File: src/rtl/dev_keypad_pkg.sv
// Shared types and keymap for the hex keypad scanner.
// Frame results, reported-key states and row/column decode.
package dev_keypad_pkg;

    typedef enum logic [1:0] {
        FR_NONE  = 2'd0,
        FR_KEY   = 2'd1,
        FR_MULTI = 2'd2
    } frame_res_t;

    typedef enum logic {
        KP_IDLE = 1'b0,
        KP_HELD = 1'b1
    } kp_state_t;

    function automatic logic [3:0] keymap(
        input logic [1:0] row,
        input logic [1:0] col
    );
        logic [3:0] k;
        k = 4'h0;
        case ({row, col})
            4'h0: k = 4'h1;
            4'h1: k = 4'h2;
            4'h2: k = 4'h3;
            4'h3: k = 4'hA;
            4'h4: k = 4'h4;
            4'h5: k = 4'h5;
            4'h6: k = 4'h6;
            4'h7: k = 4'hB;
            4'h8: k = 4'h7;
            4'h9: k = 4'h8;
            4'hA: k = 4'h9;
            4'hB: k = 4'hC;
            4'hC: k = 4'h0;
            4'hD: k = 4'hF;
            4'hE: k = 4'hE;
            4'hF: k = 4'hD;
            default: k = 4'h0;
        endcase
        return k;
    endfunction

endpackage

File: src/rtl/dev_keypad_debounce.sv
// Frame-level debouncer: a result must repeat for DEBOUNCE_SCANS
// consecutive frames before it is reported as stable.
module dev_keypad_debounce
    import dev_keypad_pkg::*;
#(
    parameter int DEBOUNCE_SCANS = 16
) (
    input  logic       clk,
    input  logic       rst_n,
    input  logic       clear,
    input  logic       frame_end,
    input  frame_res_t res,
    input  logic [3:0] code,
    output logic       stable,
    output frame_res_t stable_res,
    output logic [3:0] stable_code
);

    localparam int CW = $clog2(DEBOUNCE_SCANS + 1);
    localparam logic [CW-1:0] CMAX = CW'(DEBOUNCE_SCANS);

    frame_res_t    cand_res;
    logic [3:0]    cand_code;
    logic [CW-1:0] cnt;
    logic [CW-1:0] cnt_nxt;
    logic          same;

    always_comb begin
        same = (res == cand_res) &&
               ((res != FR_KEY) || (code == cand_code));
        if (!same)
            cnt_nxt = CW'(1);
        else if (cnt == CMAX)
            cnt_nxt = CMAX;
        else
            cnt_nxt = cnt + 1'b1;
        stable      = frame_end && (cnt_nxt == CMAX);
        stable_res  = res;
        stable_code = code;
    end

    always_ff @(posedge clk or negedge rst_n) begin
        if (!rst_n) begin
            cand_res  <= FR_NONE;
            cand_code <= 4'h0;
            cnt       <= '0;
        end else if (clear) begin
            cand_res  <= FR_NONE;
            cand_code <= 4'h0;
            cnt       <= '0;
        end else if (frame_end) begin
            cand_res  <= res;
            cand_code <= code;
            cnt       <= cnt_nxt;
        end
    end

endmodule

File: src/rtl/dev_hex_keypad.sv
// 4x4 hex keypad scanner with debounce and press reporting.
// Shifts each accepted digit into a display-compatible hex_val.
module dev_hex_keypad
    import dev_keypad_pkg::*;
#(
    parameter int SCAN_DIV       = 4096,
    parameter int DEBOUNCE_SCANS = 16
) (
    input  logic       clk,
    input  logic       rst_n,
    input  logic       en,
    input  logic [3:0] row_n,
    output logic [3:0] col_n,
    output logic [7:0] hex_val,
    output logic [3:0] key_code,
    output logic       key_valid,
    output logic       key_down
);

    localparam int DW = $clog2(SCAN_DIV);
    localparam logic [DW-1:0] DLAST = DW'(SCAN_DIV - 1);

    logic [3:0]    row_s1;
    logic [3:0]    row_s2;
    logic          scan_on;
    logic [DW-1:0] dwell;
    logic [1:0]    col;
    logic [1:0]    hits;
    logic [3:0]    hit_code;

    logic [1:0]    smp_hits;
    logic [3:0]    smp_code;
    logic [2:0]    sum;
    logic [1:0]    tot;
    logic [3:0]    code_sel;
    logic          last;
    logic          frame_end;
    frame_res_t    res;
    logic [3:0]    res_code;

    logic          stable;
    frame_res_t    stable_res;
    logic [3:0]    stable_code;
    kp_state_t     state;

    always_ff @(posedge clk or negedge rst_n) begin
        if (!rst_n) begin
            row_s1 <= 4'hF;
            row_s2 <= 4'hF;
        end else begin
            row_s1 <= row_n;
            row_s2 <= row_s1;
        end
    end

    assign col_n = scan_on ? ~(4'b0001 << col) : 4'hF;

    // Hit count saturates at 2: that is all MULTI detection needs.
    always_comb begin
        smp_hits = 2'd0;
        smp_code = 4'h0;
        for (int r = 0; r < 4; r++) begin
            if (!row_s2[r]) begin
                smp_code = keymap(2'(r), col);
                if (smp_hits != 2'd2)
                    smp_hits = smp_hits + 2'd1;
            end
        end
        sum      = {1'b0, hits} + {1'b0, smp_hits};
        tot      = (sum >= 3'd2) ? 2'd2 : sum[1:0];
        code_sel = (smp_hits != 2'd0) ? smp_code : hit_code;
        last      = en && scan_on && (dwell == DLAST);
        frame_end = last && (col == 2'd3);
        res      = FR_MULTI;
        res_code = 4'h0;
        unique case (1'b1)
            (tot == 2'd0): res = FR_NONE;
            (tot == 2'd1): begin
                res      = FR_KEY;
                res_code = code_sel;
            end
            default:       res = FR_MULTI;
        endcase
    end

    always_ff @(posedge clk or negedge rst_n) begin
        if (!rst_n) begin
            scan_on  <= 1'b0;
            dwell    <= '0;
            col      <= 2'd0;
            hits     <= 2'd0;
            hit_code <= 4'h0;
        end else if (!en) begin
            scan_on  <= 1'b0;
            dwell    <= '0;
            col      <= 2'd0;
            hits     <= 2'd0;
            hit_code <= 4'h0;
        end else begin
            scan_on <= 1'b1;
            if (scan_on) begin
                if (last) begin
                    dwell <= '0;
                    col   <= col + 2'd1;
                    if (col == 2'd3) begin
                        hits     <= 2'd0;
                        hit_code <= 4'h0;
                    end else begin
                        hits     <= tot;
                        hit_code <= code_sel;
                    end
                end else begin
                    dwell <= dwell + 1'b1;
                end
            end
        end
    end

    dev_keypad_debounce #(
        .DEBOUNCE_SCANS(DEBOUNCE_SCANS)
    ) u_debounce (
        .clk        (clk),
        .rst_n      (rst_n),
        .clear      (!en),
        .frame_end  (frame_end),
        .res        (res),
        .code       (res_code),
        .stable     (stable),
        .stable_res (stable_res),
        .stable_code(stable_code)
    );

    // A held key must be released before another press is reported.
    always_ff @(posedge clk or negedge rst_n) begin
        if (!rst_n) begin
            state     <= KP_IDLE;
            hex_val   <= 8'h00;
            key_code  <= 4'h0;
            key_valid <= 1'b0;
            key_down  <= 1'b0;
        end else begin
            key_valid <= 1'b0;
            if (!en) begin
                state    <= KP_IDLE;
                key_down <= 1'b0;
            end else if (stable) begin
                unique case (1'b1)
                    (state == KP_IDLE && stable_res == FR_KEY): begin
                        state     <= KP_HELD;
                        key_valid <= 1'b1;
                        key_code  <= stable_code;
                        hex_val   <= {hex_val[3:0], stable_code};
                        key_down  <= 1'b1;
                    end
                    (state == KP_HELD && stable_res == FR_NONE): begin
                        state    <= KP_IDLE;
                        key_down <= 1'b0;
                    end
                    default: ;
                endcase
            end
        end
    end

endmodule

File: config.mk
export PLATFORM = sky130hd
export DESIGN_NAME = dev_hex_keypad
export DESIGN_NICKNAME = d
export VERILOG_FILES = /design/src/rtl/dev_keypad_pkg.sv /design/src/rtl/dev_keypad_debounce.sv /design/src/rtl/dev_hex_keypad.sv
export SDC_FILE = /design/constraint.sdc
export NUM_CORES = 1
export LEC_CHECK = 0
export ABC_AREA = 1
export BUFFER_PORTS_ARGS = -buffer_cell sky130_fd_sc_hd__buf_2
export CELL_PAD_IN_SITES_DETAIL_PLACEMENT = 2
export CELL_PAD_IN_SITES_GLOBAL_PLACEMENT = 2
export CORE_MARGIN = 2
export CORE_UTILIZATION = 39
export DETAILED_ROUTE_END_ITERATION = 16
export PLACE_DENSITY_LB_ADDON = 0.1
export SLEW_MARGIN = 20
export SYNTH_ARGS = -nofsm -noshare
export SYNTH_HDL_FRONTEND = slang
export SYNTH_SLANG_ARGS = --single-unit
File: constraint.sdc
create_clock -name clk -period 7.5 [get_ports clk]
set_input_delay 1.125 -clock clk [delete_from_list [all_inputs] [get_ports clk]]
set_output_delay 1.125 -clock clk [all_outputs]
set_load 0.02 [all_outputs]
==> results of run 1 <==
==> worst max-delay path, delay by kind of cell (launching register included) <==
family                     cells  cell delay, ps
and+or+nand+nor               18            2730
adders and majority gates      4            1030
DFF                            1             600
buffers and inverters          5             410
==> registers in the layout, indices dropped and copies added, names as in the netlist <==
name and flops:
state 1, scan_on 1, u_debounce.cnt 5, hex_val 8, dwell 12, row_s1 4, u_debounce.cand_res 2, row_s2 4
u_debounce.cand_code 4, hits 2, key_valid 1, col 2, hit_code 4
==> report_power, final <==
group	total [mW]	leakage (nW)	internal, mW	switching (mW)
logic	0.0738	0.809	0.0218	0.0520
clock network	0.201	0.0585	0.100	0.101
registers	0.285	0.666	0.278	0.00651
==> cell usage after synthesis <==
library cell  count  area (um^2)
xnor2_1           1        8.760
nand2_8           1        20.02
inv_1            51        191.4
o32ai_1           2        17.52
xor2_1            7        61.31
nor2_2            2        12.51
a21oi_1           9        45.04
or2_4             2        17.52
nand3_2           6        60.06
clkbuf_1          2        7.510
nor3_2            1        10.01
buf_2             1        5.000
o22ai_1          10        62.56
o21a_1            2        15.01
nand2_1          78        292.8
o21ai_0          14        70.07
nand2_4           2        22.52
inv_2             3        11.26
nor4_1            1        6.260
and2_1            1        6.260
ha_1             14        175.2
o211ai_1          1        7.510
nor3_1            4        20.02
a21oi_2           1        8.760
nand2_2           8        50.05
nor4_4            1        21.27
dfrtp_1          42         1051
o21ai_2           4        35.03
buf_1             1        3.750
nand4_1           5        31.28
a41oi_1           1        8.760
buf_6             3        33.78
or2_2             1        6.260
nand3_1          21        105.1
nor2_1           24        90.09
nor3b_1           1        7.510
buf_4             5        37.54
dfstp_2           8        210.2
fa_1              1        20.02
==> layout by cell type, fill, tap and decap left out, types with 2 or more instances in the layout <==
| master | count |
|---|---|
| a21oi_1 | 9 |
| buf_2 | 24 |
| clkbuf_8 | 5 |
| dfrtp_1 | 42 |
| dfstp_2 | 8 |
| ha_1 | 14 |
| inv_1 | 51 |
| inv_2 | 3 |
| nand2_1 | 78 |
| nand2_2 | 8 |
| nand2_4 | 2 |
| nand3_1 | 21 |
| nand3_2 | 6 |
| nand4_1 | 5 |
| nor2_1 | 24 |
| nor2_2 | 2 |
| nor3_1 | 4 |
| o21a_1 | 2 |
| o21ai_0 | 14 |
| o21ai_2 | 4 |
| o22ai_1 | 10 |
| o32ai_1 | 2 |
| or2_4 | 2 |
| xor2_1 | 7 |
==> metal layers <==
layer / up-vias / wire, um
met4: 0 / 65
met5: - / 0
met1: 1202 / 3397
met3: 5 / 224
li1: 1123 / -
met2: 36 / 3686
==> worst min path at each step <==
stage                    from        end  slack, ps  cells after the start
floorplan           row_s1[0]  row_s2[0]        350                      0
global placement    row_s1[2]  row_s2[2]        350                      0
detailed placement  row_s1[2]  row_s2[2]        350                      0
CTS                 row_s1[2]  row_s2[2]        360                      0
global route        row_s1[1]  row_s2[1]        360                      0
finish              row_s1[2]  row_s2[2]        360                      0
==> cell families after synthesis <==
group | count (synthesis) | synth area share, %
AND/OR/NAND/NOR | 159 | 27.19
buffers and inverters | 66 | 10.13
flip-flops | 50 | 44.00
AO/OA/AOI/OAI | 44 | 9.428
adder cells (fa/ha/maj) | 15 | 6.809
XOR/XNOR | 8 | 2.444
==> stage by stage <==
stage	worst slack, ps	power (mW)
after global routing	2209	0.5897
after floorplan	3816	0.3416
after CTS	2652	0.5666
after global placement	3011	0.3609
final	2675	0.5595
after detailed placement	2751	0.3642
==> final cells by class <==
type | count | area (um^2) | area share, %
timing repair buffer | 25 | 127.6 | 4.061
tap | 99 | 123.9 | 3.941
clock inverter | 3 | 43.79 | 1.393
clock buffer | 5 | 68.82 | 2.189
multi-input combinational | 226 | 1315 | 41.84
inverter | 54 | 202.7 | 6.449
sequential | 50 | 1261 | 40.13
==> flow_summary.json, run 1 <==
{
  "cp_max_fo": 13,
  "seq_area_frac_synth_pct": 44.00,
  "period_needed_ps": 4825,
  "portBuffers": 24,
  "final_cell_area_mm2": 0.003143,
  "die_w_um": 89.73,
  "r2r-start": "row_s2[1]",
  "first_pass_iters": 4,
  "cts.path.max_buffers": 2,
  "max-slew-margin-rel_pct": 37.83,
  "clock_latency_ps": 310,
  "synth_cells": 342,
  "die_h_um": 89.73,
  "reg2reg_to": "hex_val[6]",
  "vdd_drop_max_uv": 70.51,
  "hold_class": "flip-flop to flip-flop",
  "dpl.hpwl_um": 5508,
  "clk_pin_slew_ps": 100,
  "io_pins": 25,
  "drive_above_1_share_pct": 20.11,
  "fillerInstances": 842,
  "dpl_cell_area_mm2": 0.003030,
  "arrival_ps": 5080,
  "start_util_pct": 39.95,
  "ant_nets": 0,
  "ys_ff_latch": 50,
  "max_freq_mhz": 207.3,
  "reg2reg_depth": 27,
  "hold_viol": 0,
  "htreeDepth": 2,
  "gr-usage-met3_pct": 2.766,
  "final_util_pct": 43.80,
  "die-area_mm2": 0.008051,
  "cp_common_cell": "nand2_1",
  "grt_busiest_layer": "met2",
  "cp-endpoint": "hex_val[6]",
  "gp_congestion": 0.7907,
  "yosysWarningCount": 0,
  "end_kind": "flip-flop",
  "status": "complete, no violations",
  "wl_per_cell_um": 15.96,
  "powerDensity_mw_per_mm2": 178.0,
  "start_kind": "flip-flop",
  "grt_pass1_wl_um": 12850,
  "routed_wl_um": 7373,
  "setup_violations": 0,
  "grt.met2_usage_pct": 34.53,
  "syn-cell-area_mm2": 0.002866,
  "syn2layout_area_growth_pct": 9.646,
  "cts_root_buf": "clkbuf_8",
  "route.detailed.drc": 0,
  "dp.cells": 454,
  "instances_no_fill": 462,
  "critical_path.max_stage_delay_ps": 720,
  "num_vias": 2366,
  "grt_max_degree": 51,
  "crit_type": "flip-flop to flip-flop",
  "numCtsBuffers": 5,
  "grtUsageMet1_pct": 24.95,
  "avgSynthCellArea_um2": 8.382,
  "drv_cap": 0,
  "clkSinkCount": 50,
  "antenna_found_initial": 0,
  "finalNetCount": 384,
  "cts_setup_buffers": 0,
  "antennaDiodeCount": 0,
  "core_mm2": 0.007176,
  "overflow": 0,
  "first_global_vias": 2586,
  "cts_tree": "built",
  "rsz0062_at_grt": "no",
  "critPathRequiredTime_ps": 7750,
  "r2r_setup_slack_ps": 2670,
  "cts_resized": 0,
  "syn_nets": 364,
  "worst_slew_pin_slew_ps": 929.2,
  "cp-startpoint": "row_s2[1]",
  "rows": 31,
  "vias_per_cell": 5.121,
  "yosysUniqueCellTypes": 39,
  "holdWs_ps": 360.8,
  "crit_slowest_cell": "nor2_1",
  "tns_ps": 0,
  "p_leak_nw": 1.534,
  "cts_hold_buf": 0,
  "fin_skew_ps": 10.61,
  "grt_usage_pct": 19.46,
  "drt-initial-drc-count": 76,
  "finalCritPeriodShare_pct": 64.33,
  "slew_viol_final": 0
}
Note: power is estimated with default switching activity, not from simulation.
==> run 2: changes to the inputs <==
- CORE_UTILIZATION: 39 -> 33
- clock period: 7.5 -> 4.2 ns (I/O delays scaled with it)
==> run 2 against run 1 <==
  * Final area is 2.0% higher
  * Global-route usage is 3.1 points lower
  * Via count is 3.2% lower
  * Clock-buffer cell count stayed put
  * Utilization is 6.3 points lower
  * Worst hold slack worse by 92 ps
  * Power is 73% higher
==> flow_summary.json, run 2 (synthesis gave the netlist of run 1 again) <==
{
  "p_leak_nw": 1.572,
  "wl_per_cell_um": 14.98,
  "critical_path.max_stage_delay_ps": 540,
  "drive_above_1_share_pct": 22.16,
  "vdd_drop_max_uv": 150.5,
  "antennaDiodeCount": 0,
  "first_global_vias": 2517,
  "portBuffers": 24,
  "start_util_pct": 33.52,
  "tns_ps": 0,
  "io_pins": 25,
  "finalNetCount": 391,
  "grt_max_degree": 29,
  "cts_root_buf": "clkbuf_8",
  "rsz0062_at_grt": "no",
  "dpl.hpwl_um": 5493,
  "max-slew-margin-rel_pct": 60.01,
  "end_kind": "flip-flop",
  "overflow": 0,
  "drv_cap": 0,
  "critPathRequiredTime_ps": 4470,
  "arrival_ps": 4070,
  "layout_common_cells": "nand2_1, inv_1, dfrtp_1, buf_2, nor2_1",
  "top_regs": "dwell (12), hex_val (8), u_debounce.cnt (5)",
  "grt_pass1_wl_um": 12510,
  "htreeDepth": 2,
  "crit_type": "flip-flop to flip-flop",
  "finalCritPeriodShare_pct": 90.50,
  "vias_per_cell": 4.793,
  "syn2layout_area_growth_pct": 11.83,
  "largest_register_ffs": 12,
  "rows": 34,
  "reg2reg_depth": 26,
  "hold_viol": 0,
  "max_freq_mhz": 263.1,
  "crit_slowest_cell": "dfstp_2",
  "antenna_found_initial": 0,
  "core_mm2": 0.008551,
  "cp_common_cell": "nand2_1",
  "grt_usage_pct": 16.40,
  "critical_path.top_delay_family": "simple AND/OR/NAND/NOR gates",
  "top_register": "dwell",
  "routed_wl_um": 7160,
  "die-area_mm2": 0.009448,
  "clk_pin_slew_ps": 110,
  "die_h_um": 97.20,
  "route.detailed.drc": 0,
  "first_pass_iters": 4,
  "numCtsBuffers": 5,
  "start_kind": "flip-flop",
  "period_needed_ps": 3801,
  "cts.path.max_buffers": 2,
  "num_vias": 2291,
  "gp_congestion": 0.7673,
  "holdWs_ps": 269.1,
  "setup_violations": 0,
  "drt-initial-drc-count": 56,
  "ant_nets": 0,
  "hold_class": "input pin to async pin",
  "cts_tree": "built",
  "final_common_cell": "nand2_1",
  "critical_path_buf_inv_count": 5,
  "powerDensity_mw_per_mm2": 302.0,
  "status": "complete, no violations",
  "final_util_pct": 37.49,
  "die_w_um": 97.20,
  "worst_slew_pin_slew_ps": 598.4,
  "clkSinkCount": 50,
  "cp_max_fo": 13,
  "clock_latency_ps": 320,
  "path_depth": 26,
  "slew_viol_final": 0,
  "cts_hold_buf": 0,
  "fin_skew_ps": 13.06
}
## run 2: what timing repair did
item,in CTS,in global routing
resized for setup,1,3
setup buffers,0,1
hold endpoints to repair,0,0
gates cloned,0,1
pin swaps,0,1
setup endpoints to repair,9,10
## run 2: layout make-up
type | instances | area, um^2
Clock buffer | 5 | 68.82
Clock inverter | 3 | 28.78
Fill cell | 996 | 5345
Inverter | 54 | 202.7
Multi-Input combinational cell | 227 | 1336
Sequential cell | 50 | 1261
Tap cell | 108 | 135.1
Timing Repair Buffer | 31 | 172.7
## run 2: power by group
part / switching, mW / leakage, nW / internal (mW)
Combinational: 0.0986 / 0.855 / 0.0475
Clock: 0.190 / 0.0506 / 0.125
Sequential: 0.00999 / 0.666 / 0.497
## run 2: metrics by stage
stage	power, mW	cell area, um^2	std cells	worst slack (ps)
4_1_cts	0.9823	3179	476	14.61
3_3_place_gp	0.6544	3079	468	-103.5
3_5_place_dp	0.6587	3079	468	-194.8
5_1_grt	1.029	3206	478	23.75
2_1_floorplan	0.6100	2867	342	515.6
6_report	0.9681	3206	478	399.1
## run 2: path summary, 6_finish.rpt
kind	startpoint	endpoint	slack, ps
worst max-delay path	row_s2[1]	hex_val[6]	400
max in group asynchronous	rst_n	row_s2[3]	3110
min in group clk	row_s1[0]	row_s2[0]	360
worst min-delay path	rst_n	dwell[7]	270
worst min register to register	row_s1[0]	row_s2[0]	360
worst max register to register	row_s2[1]	hex_val[6]	400
## run 2: metal layers
| layer | vias up | routed length [um] | GRT usage, % |
|---|---|---|---|
| met3 | 5 | 148 | 2.734 |
| met2 | 22 | 3461 | 27.30 |
| met4 | 0 | 90 | 4.550 |
| met5 | - | 0 | 0 |
| met1 | 1132 | 3460 | 22.13 |
| li1 | 1132 | - | - |
